[config.mk]
export PLATFORM = sky130hd
export DESIGN_NAME = serial_parity_unit
export DESIGN_NICKNAME = d
export VERILOG_FILES = /design/src/rtl/serial_parity_unit.sv
export SDC_FILE = /design/constraint.sdc
export NUM_CORES = 1
export LEC_CHECK = 0
export CAP_MARGIN = 25
export CORE_MARGIN = 1.5
export CORE_UTILIZATION = 48
export DETAILED_ROUTE_END_ITERATION = 6
export GPL_TIMING_DRIVEN = 0
export HOLD_SLACK_MARGIN = 0.15
export PLACE_DENSITY = 0.77
export SYNTH_ARGS = -nofsm -noshare
export SYNTH_HDL_FRONTEND = slang
export SYNTH_SLANG_ARGS = --single-unit
[constraint.sdc]
create_clock -name clk -period 1.78 [get_ports clk]
set_input_delay 0.534 -clock clk [delete_from_list [all_inputs] [get_ports clk]]
set_output_delay 0.534 -clock clk [all_outputs]
set_load 0.02 [all_outputs]
[src/rtl/serial_parity_unit.sv]
// Bit-serial parity generator: accepts a word, folds it LSB-first into an XOR
// accumulator over DATA_W cycles, then offers parity and the word downstream.
module serial_parity_unit #(
    parameter int DATA_W = 8,
    parameter bit ODD    = 1'b0
) (
    input  logic              clk,
    input  logic              rst,
    input  logic              in_valid,
    output logic              in_ready,
    input  logic [DATA_W-1:0] in_data,
    output logic              out_valid,
    input  logic              out_ready,
    output logic              out_parity,
    output logic [DATA_W-1:0] out_data,
    output logic              busy
);

    localparam int CW = (DATA_W > 2) ? $clog2(DATA_W) : 1;
    localparam logic [CW-1:0] LAST = CW'(DATA_W - 1);

    typedef enum logic [1:0] {
        IDLE  = 2'd0,
        SHIFT = 2'd1,
        DONE  = 2'd2
    } state_t;

    state_t            r_state;
    state_t            w_next;
    logic [DATA_W-1:0] r_sh;
    logic [DATA_W-1:0] r_data;
    logic              r_acc;
    logic [CW-1:0]     r_cnt;
    logic              w_accept;
    logic              w_last;

    assign w_last = (r_cnt == LAST);

    always_ff @(posedge clk or posedge rst) begin
        if (rst) begin
            r_state <= IDLE;
        end else begin
            r_state <= w_next;
        end
    end

    always_comb begin
        w_next    = r_state;
        in_ready  = 1'b0;
        out_valid = 1'b0;
        busy      = 1'b0;
        w_accept  = 1'b0;
        case (r_state)
            IDLE: begin
                in_ready = 1'b1;
                if (in_valid) begin
                    w_accept = 1'b1;
                    w_next   = SHIFT;
                end
            end
            SHIFT: begin
                busy = 1'b1;
                if (w_last) begin
                    w_next = DONE;
                end
            end
            DONE: begin
                busy      = 1'b1;
                out_valid = 1'b1;
                if (out_ready) begin
                    w_next = IDLE;
                end
            end
            default: w_next = IDLE;
        endcase
    end

    // Counter saturates at DATA_W-1 so it never wraps on the final shift edge.
    always_ff @(posedge clk or posedge rst) begin
        if (rst) begin
            r_sh   <= '0;
            r_data <= '0;
            r_acc  <= 1'b0;
            r_cnt  <= '0;
        end else if (w_accept) begin
            r_sh   <= in_data;
            r_data <= in_data;
            r_acc  <= ODD;
            r_cnt  <= '0;
        end else if (r_state == SHIFT) begin
            r_acc <= r_acc ^ r_sh[0];
            r_sh  <= r_sh >> 1;
            r_cnt <= w_last ? r_cnt : r_cnt + 1'b1;
        end
    end

    assign out_parity = r_acc;
    assign out_data   = r_data;

endmodule

# == Word-level counts from Yosys, hierarchy flattened ==
# Index checks and enable logic that the tools add are counted.
# op_classes
mul,0
eq_ne,7
n_shift,0
addsub,1
bitwise_logic,1
n_div,0
magnitude_cmp,0
muxes,16
reduce_logical,5
# ops
cell,n
2-to-1 mux 8 bit,2
2-to-1 mux 3 bit,3
"inequality test 2 bit, second input constant",4
2-to-1 mux 1 bit,7
2-to-1 mux 2 bit,3
one-hot mux 2 bit (3 select lines),1
"adder 3 x 1 -> 3 bit, second input constant",1
"equality test 3 bit, second input constant",1
AND reduction 3 bit,1
"equality test 2 x 1 -> 1 bit, second input constant",1
"equality test 2 bit, second input constant",1
logical NOT 2 bit,1
AND reduction 2 bit,1
nonzero test 2 bit,1
OR reduction 2 bit,1
XOR 1 bit,1
# totals
inputBits,12
ff_bits,22
mem_bits_ro,0
memories,0
latchBits,0
ramBits,0

# == Longest topological paths before layout ==
# Gate-level depths: netlist of the first run.
# depth
ltp_word,4
mapped_depth,7

# == Worst setup path before layout of the first run ==
# Ideal clock, no wire load.
# synth_timing
kind,flip-flop to flip-flop
startpoint,register r_state[1]
endpoint,register r_state[0]
path_stages_with_launch,7
setup_time_ns,0.125
path_buffers,1
path_slack_ns,0.227
required_time_ns,1.655
t_arrival_ns,1.427
cell_sequence,dfrtp_1 > inv_1 > ha_1 > buf_6 > nor2b_4 > a221oi_4 > mux2_4
# synth_via
elab_chain_cells,3
elab_cells_between_ends,8
cone_classes,5 x eq/ne; 1 x mux; 2 x reduce/logical
# synth_rtl
item,line_no,source
from (decl),28,state_t r_state;
from (signal assigned),43,r_state <= w_next;
"equality test 2 x 1 -> 1 bit, or another cell as far along",53,case (r_state)
inequality test 2 bit (no source line),--,
AND reduction 3 bit (no source line),--,
# Several ways; a longest one is shown, not always the timed one.
# A chain may end at the register's enable or synchronous reset.

# == Final worst setup path of the first run ==
# layout_timing
startpoint,register r_state[0]
endpoint,output port out_valid
# layout_via
elab_chain_cells,2
# layout_rtl
item,line_no,source
equality test 2 bit,53,
2-to-1 mux 1 bit,53,
to (decl),12,"output logic out_valid,"
# Every way passes these cells.

==> summary.txt, run 1 <==
status: completed
# IOs: 24
Final Power: 2.451 mW
Root Buffer: clkbuf_4
Ys Warns: 0
Antenna Cells: 0
Synth Area per Inst: 11.10 um^2
DP HPWL: 1352 um
DRT Pass-1 Iters: 4
share of layout cells above drive strength 1: 0.2000
max_slew headroom: 0.4429
Placer Congestion: 0.7180
maximum VDD drop: 1.162 mV
clk slew on worst S/H paths: 0.12 ns
Final nets: 145
DIE AREA: 2413 um^2
Tot GR Track Use: 0.1720
cts hold-fix bufs: 0
post-placement cell count: 142
final setup skew: 0.002058 ns
r2r worst-path depth: 7
leakage: 0.7060 nW
setup TNS: 0 ns
CTS tree: yes
worst flop-to-flop path endpoint: r_state[0]
Worst Path Arrival: 1.19 ns
CTS Sinks: 22
Synth Register Bits: 22
crit end category: output pin
Hold Path Depth: 2
first-pass GRT wire length: 3084 um
largest net degree at the start of global routing: 23
Worst-Skew Late Latency: 0.30 ns
# H-tree levels: 1
end of the worst hold path: out_data[6]
Core ar.: 1982 um^2
Seq/Total Area, Yosys: 0.5392
DRT iter0 DRCs: 8
Post-Layout Inst Area: 1366 um^2
hold_sp: out_data[6]
DRC: 0
fin crit period: 1.723 ns
Final setup viols: 0
Finished Core Util: 0.6894
post-route antenna net violation count: 0
Initial Util: 0.5152
r2r startpoint: r_state[1]
Worst Tran Pin Value: 0.8348 ns
unrepaired setup endpoints after global routing: no
period utilisation layout: 0.9678
initial antenna violation count: 0
critical path type: reg -> out
register-to-register setup slack: 0.07 ns
Num CTS Buffers: 3
syn nets: 111
Row Count: 16
final WL: 1918 um
MaxCap Viol Count: 0
fmax: 0.5805 GHz
Hold WC Path Type: reg -> reg
Slew Viols, Final: 0
die width: 49.12 um
Final Hold Fails: 0
Crit Path Max Fanout: 3
Critical Path RT: 1.25 ns
synthesis-to-layout area growth: 33.82%
Die H: 49.12 um
CTS Buffer Depth: 2
vias in the first global route: 725
Startpoint Class: flop
via count: 739
vias per cell: 4.862
Non-Filler Instances: 152
Yosys cell types: 16
cell area after synthesis: 1021 um^2
grt total ovfl: 0
Placed Area: 1285 um^2
Syn Inst Count: 92
Routed WL per cell: 12.62 um
Buffers on Ports: 23
PD cells: 1794 nW/um^2
## layer usage
| layer | track usage | part of all wire |
|---|---|---|
| met1 | 0.2020 | 0.43 |
| met2 | 0.2995 | 0.52 |
| met3 | 0.03988 | 0.046 |
| met4 | 0.07143 | 0.0073 |
| met5 | 0 | 0 |
## cell usage in the layout (no fill, tap or decap), drive strengths merged
cell type	netlist	routed
xor2	1	1
nor2	4	4
mux2	2	2
ha	7	7
dfrtp	22	22
and2	1	1
inv	5	5
buf	3	12
nor2b	1	1
a221oi	1	1
mux2i	9	9
nand3b	1	1
nand2	27	27
xnor2	1	1
clkbuf	0	4
clkdlybuf4s50	0	11
dlygate4sd2	0	9
o21ai	7	7
## worst max-delay path: stages, from the launching register on
cell and delay, ns:
dfrtp_1 0.41, inv_2 0.10, ha_2 0.21, buf_2 0.17
## power breakdown
group / total (mW) / switching [mW] / internal [mW] / leakage, nW
logic: 1.32 / 0.671 / 0.652 / 0.409
registers: 0.853 / 0.124 / 0.729 / 0.276
clock network: 0.275 / 0.150 / 0.125 / 0.0210
total: 2.45 / 0.945 / 1.51 / 0.706
## through the flow
| step | hold slack [ns] | worst slack (ns) |
|---|---|---|
| floorplan | 0.4794 | 0.2275 |
| global placement | 0.4561 | -0.1359 |
| detailed placement | 0.4612 | -0.1746 |
| CTS | 0.4884 | 0.003326 |
| global route | 0.5107 | 0.0001275 |
| finish | 0.4795 | 0.05723 |
## registers in the layout (all words and copies together) (netlist names)
name / flops
out_data: 8
out_parity: 1
r_cnt: 3
r_sh: 8
r_state: 2
## layout make-up
type,count,area [um^2]
Fill cell,146,615.6
Sequential cell,22,550.5
Multi-Input combinational cell,62,447.9
Timing Repair Buffer,29,257.7
Clock buffer,4,36.28
Tap cell,27,33.78
Buffer,3,21.27
Inverter,5,18.77
## cells by family (layout without fill, tap and decap cells)
kind of cell    after synthesis  after routing  synth area share
mux                          11             11            0.1177
fa+ha+maj                     7              7           0.08578
simple gates                 34             34            0.1409
buf+inv                       8             41           0.03922
compound gates                8              8           0.06005
flops                        22             22            0.5392
xor+xnor                      2              2           0.01716
## how the worst max path moves through the flow
| stage | start | end |
|---|---|---|
| 3_3_place_gp | r_state[1] | in_ready |
| 6_report | r_state[0] | out_valid |
| 4_1_cts | r_state[1] | busy |
| 3_5_place_dp | r_state[1] | in_ready |
| 5_1_grt | r_state[0] | out_valid |
| 2_1_floorplan | r_state[1] | r_state[0] |
## timing repair
action	in CTS	in global routing
gates resized for setup	26	4
endpoints found under the setup margin	12	4
setup buffers	3	3
endpoints found under the hold margin	0	0
## synthesized netlist by cell type, drive strengths merged
cell | count | area share
dfrtp | 22 | 0.54
buf | 3 | 0.021
nor2b | 1 | 0.013
mux2i | 9 | 0.088
and2 | 1 | 0.0061
o21ai | 7 | 0.034
xor2 | 1 | 0.0086
inv | 5 | 0.018
mux2 | 2 | 0.029
nor2 | 4 | 0.015
nand2 | 27 | 0.099
ha | 7 | 0.086
xnor2 | 1 | 0.0086
nand3b | 1 | 0.0074
a221oi | 1 | 0.026
Note: power is estimated with default switching activity, not from simulation.
==> run 2: changes to the inputs <==
--- a/config.mk
+++ b/config.mk
@@ -6,12 +6,12 @@
 export NUM_CORES = 1
 export LEC_CHECK = 0
 export CAP_MARGIN = 25
-export CORE_MARGIN = 1.5
 export CORE_UTILIZATION = 48
 export DETAILED_ROUTE_END_ITERATION = 6
 export GPL_TIMING_DRIVEN = 0
-export HOLD_SLACK_MARGIN = 0.15
+export HOLD_SLACK_MARGIN = 0.06
 export PLACE_DENSITY = 0.77
+export SLEW_MARGIN = 25
 export SYNTH_ARGS = -nofsm -noshare
 export SYNTH_HDL_FRONTEND = slang
 export SYNTH_SLANG_ARGS = --single-unit
==> run 2 against run 1 <==
  * Clock skew grew 0.0020 ns
  * Maximum frequency up 0.90%
  * Wire length down 2.2%
  * Register-to-register slack hardly changed
  * Power increased by 4.1%
  * First-iteration DRC count unchanged
  * Die area is 4.0% lower
  * Utilization increased by 0.32 points
  * Highest routed layer unchanged
  * Clock-buffer cell count fell by 1
  * Clock power up 40%
  * Global-route usage rose by 1.0 points
==> summary.txt, run 2 (same netlist as run 1, synthesis figures left out) <==
worst path bufs/invs: 2
met3 routed WL: 99 um
post-route antenna net violation count: 0
Num CTS Buffers: 3
period utilisation layout: 0.9592
Worst Hold Slack: 0.4893 ns
Slew Viols, Final: 0
logic gate share of total power: 0.515
Clock Power Share: 0.151
grt total ovfl: 0
Top Layer Used: met4
met2 routed WL: 909 um
Final nets: 144
CTS Buffer Depth: 2
MaxCap Viol Count: 0
most frequent cells in the layout: nand2_1, dfrtp_1, clkdlybuf4s50_1
Worst Tran Pin Value: 0.8034 ns
maximum VDD drop: 1.027 mV
DRT iter0 DRCs: 8
# fillers: 154
Worst Path Arrival: 1.17 ns
NetSw: 0.9570 mW
sequential share of power: 0.334
Startpoint Class: flop
# IOs: 24
sw frac: 0.3751
critical path type: reg -> out
die width: 48.12 um
initial antenna violation count: 0
Pint: 1.594 mW
max_slew headroom: 0.4638
CTS Sinks: 22
CTS tree: yes
Placer Congestion: 0.7170
fmax: 0.5857 GHz
Routed WL per cell: 12.42 um
via count: 727
Hold WC Path Type: reg -> reg
synthesis-to-layout area growth: 34.44%
DIE AREA: 2316 um^2
status: completed
PD cells: 1859 nW/um^2
clk slew on worst S/H paths: 0.12 ns
cts hold-fix bufs: 0
Die H: 48.12 um
Antenna Cells: 0
DP HPWL: 1313 um
Tot GR Track Use: 0.1823
vias per cell: 4.815
vias in the first global route: 640
DRC: 0
Worst-Skew Late Latency: 0.31 ns
DRT Pass-1 Iters: 4
Final Hold Fails: 0
worst path cell trace: inv_2 -> ha_4 -> buf_6
final WL: 1875 um
Root Buffer: clkbuf_4
Crit Path Max Fanout: 3
largest net degree at the start of global routing: 23
unrepaired setup endpoints after global routing: no
Core ar.: 1982 um^2
critical path's largest stage delay: 0.42 ns
Row Count: 16
Initial Util: 0.5152
critical path's slowest cell: dfrtp_1
# H-tree levels: 1
cell family with the largest share of critical-path delay: flip-flops
share of layout cells above drive strength 1: 0.1855
first-pass GRT wire length: 2780 um
setup TNS: 0 ns
commonest non-fill, non-tap cell in the layout: nand2_1
fin crit period: 1.707 ns
leakage: 0.7094 nW
final setup skew: 0.004071 ns
Finished Core Util: 0.6926
crit end category: output pin
Critical Path RT: 1.25 ns
Buffers on Ports: 23
Final setup viols: 0
Met1 Routed Length: 852 um
-- run 2: cell count changes in the layout (fill, tap and decap cells not counted) --
cell / before / now
buf_4: 7 / 6
bufinv_16: 0 / 1
clkbuf_8: 1 / 0
ha_1: 4 / 5
ha_2: 2 / 1
-- run 2: area by class of cell --
cell class | instances | area [um^2] | share of cell area
inverter | 5 | 18.77 | 0.01367
buffer | 3 | 21.27 | 0.01550
timing repair buffer | 28 | 250.2 | 0.1823
multi-input combinational | 62 | 445.4 | 0.3245
clock buffer | 3 | 22.52 | 0.01641
sequential | 22 | 550.5 | 0.4011
tap | 27 | 33.78 | 0.02461
clock inverter | 1 | 30.03 | 0.02188
-- run 2: power groups by stage --
| stage | registers [mW] | logic [mW] | clock network, mW |
|---|---|---|---|
| floorplan | 0.962 | 0.732 | 0 |
| global placement | 0.856 | 1.22 | 0 |
| detailed placement | 0.870 | 1.27 | 0 |
| CTS | 0.849 | 1.24 | 0.396 |
| global route | 0.873 | 1.44 | 0.418 |
| finish | 0.851 | 1.32 | 0.385 |
-- run 2: metal layers --
metal | up-vias | GRT usage
li1 | 363 | -
met1 | 344 | 0.2249
met2 | 18 | 0.2946
met3 | 2 | 0.07778
met4 | 0 | 0.05000
met5 | - | 0
-- run 2: worst min-delay path, delay by kind of cell, from the launching register on --
| kind | cells | cell delay [ns] |
|---|---|---|
| flip-flops | 1 | 0.36 |
| AND/OR/NAND/NOR | 2 | 0.11 |
-- run 2: path summary, 6_finish.rpt --
check / start / end / slack [ns] / depth (start not counted)
min in group asynchronous: rst / out_data[0] / 0.66 / 2
max in group asynchronous: rst / out_data[6] / 0.63 / 2
worst max-delay path: r_state[1] / busy / 0.07 / 3
worst max register to register: r_state[0] / r_state[0] / 0.08 / 6
worst min-delay path: out_data[6] / out_data[6] / 0.49 / 2
worst min register to register: out_data[6] / out_data[6] / 0.49 / 2
-- run 2: what timing repair did --
item                       4_1_cts  5_1_grt
gates resized for setup         25        4
gates cloned                     0        0
setup endpoints to repair       12        4
buffers inserted                 2        3
-- run 2: per-stage QoR --
stage	cells	power, mW	instance area, um^2	setup WS [ns]
final	151	2.551	1373	0.07254
after global routing	151	2.735	1373	0.02130
after CTS	148	2.487	1335	0.005575
after detailed placement	142	2.139	1285	-0.1601
after global placement	142	2.078	1285	-0.1369
after floorplan	92	1.694	1021	0.2275
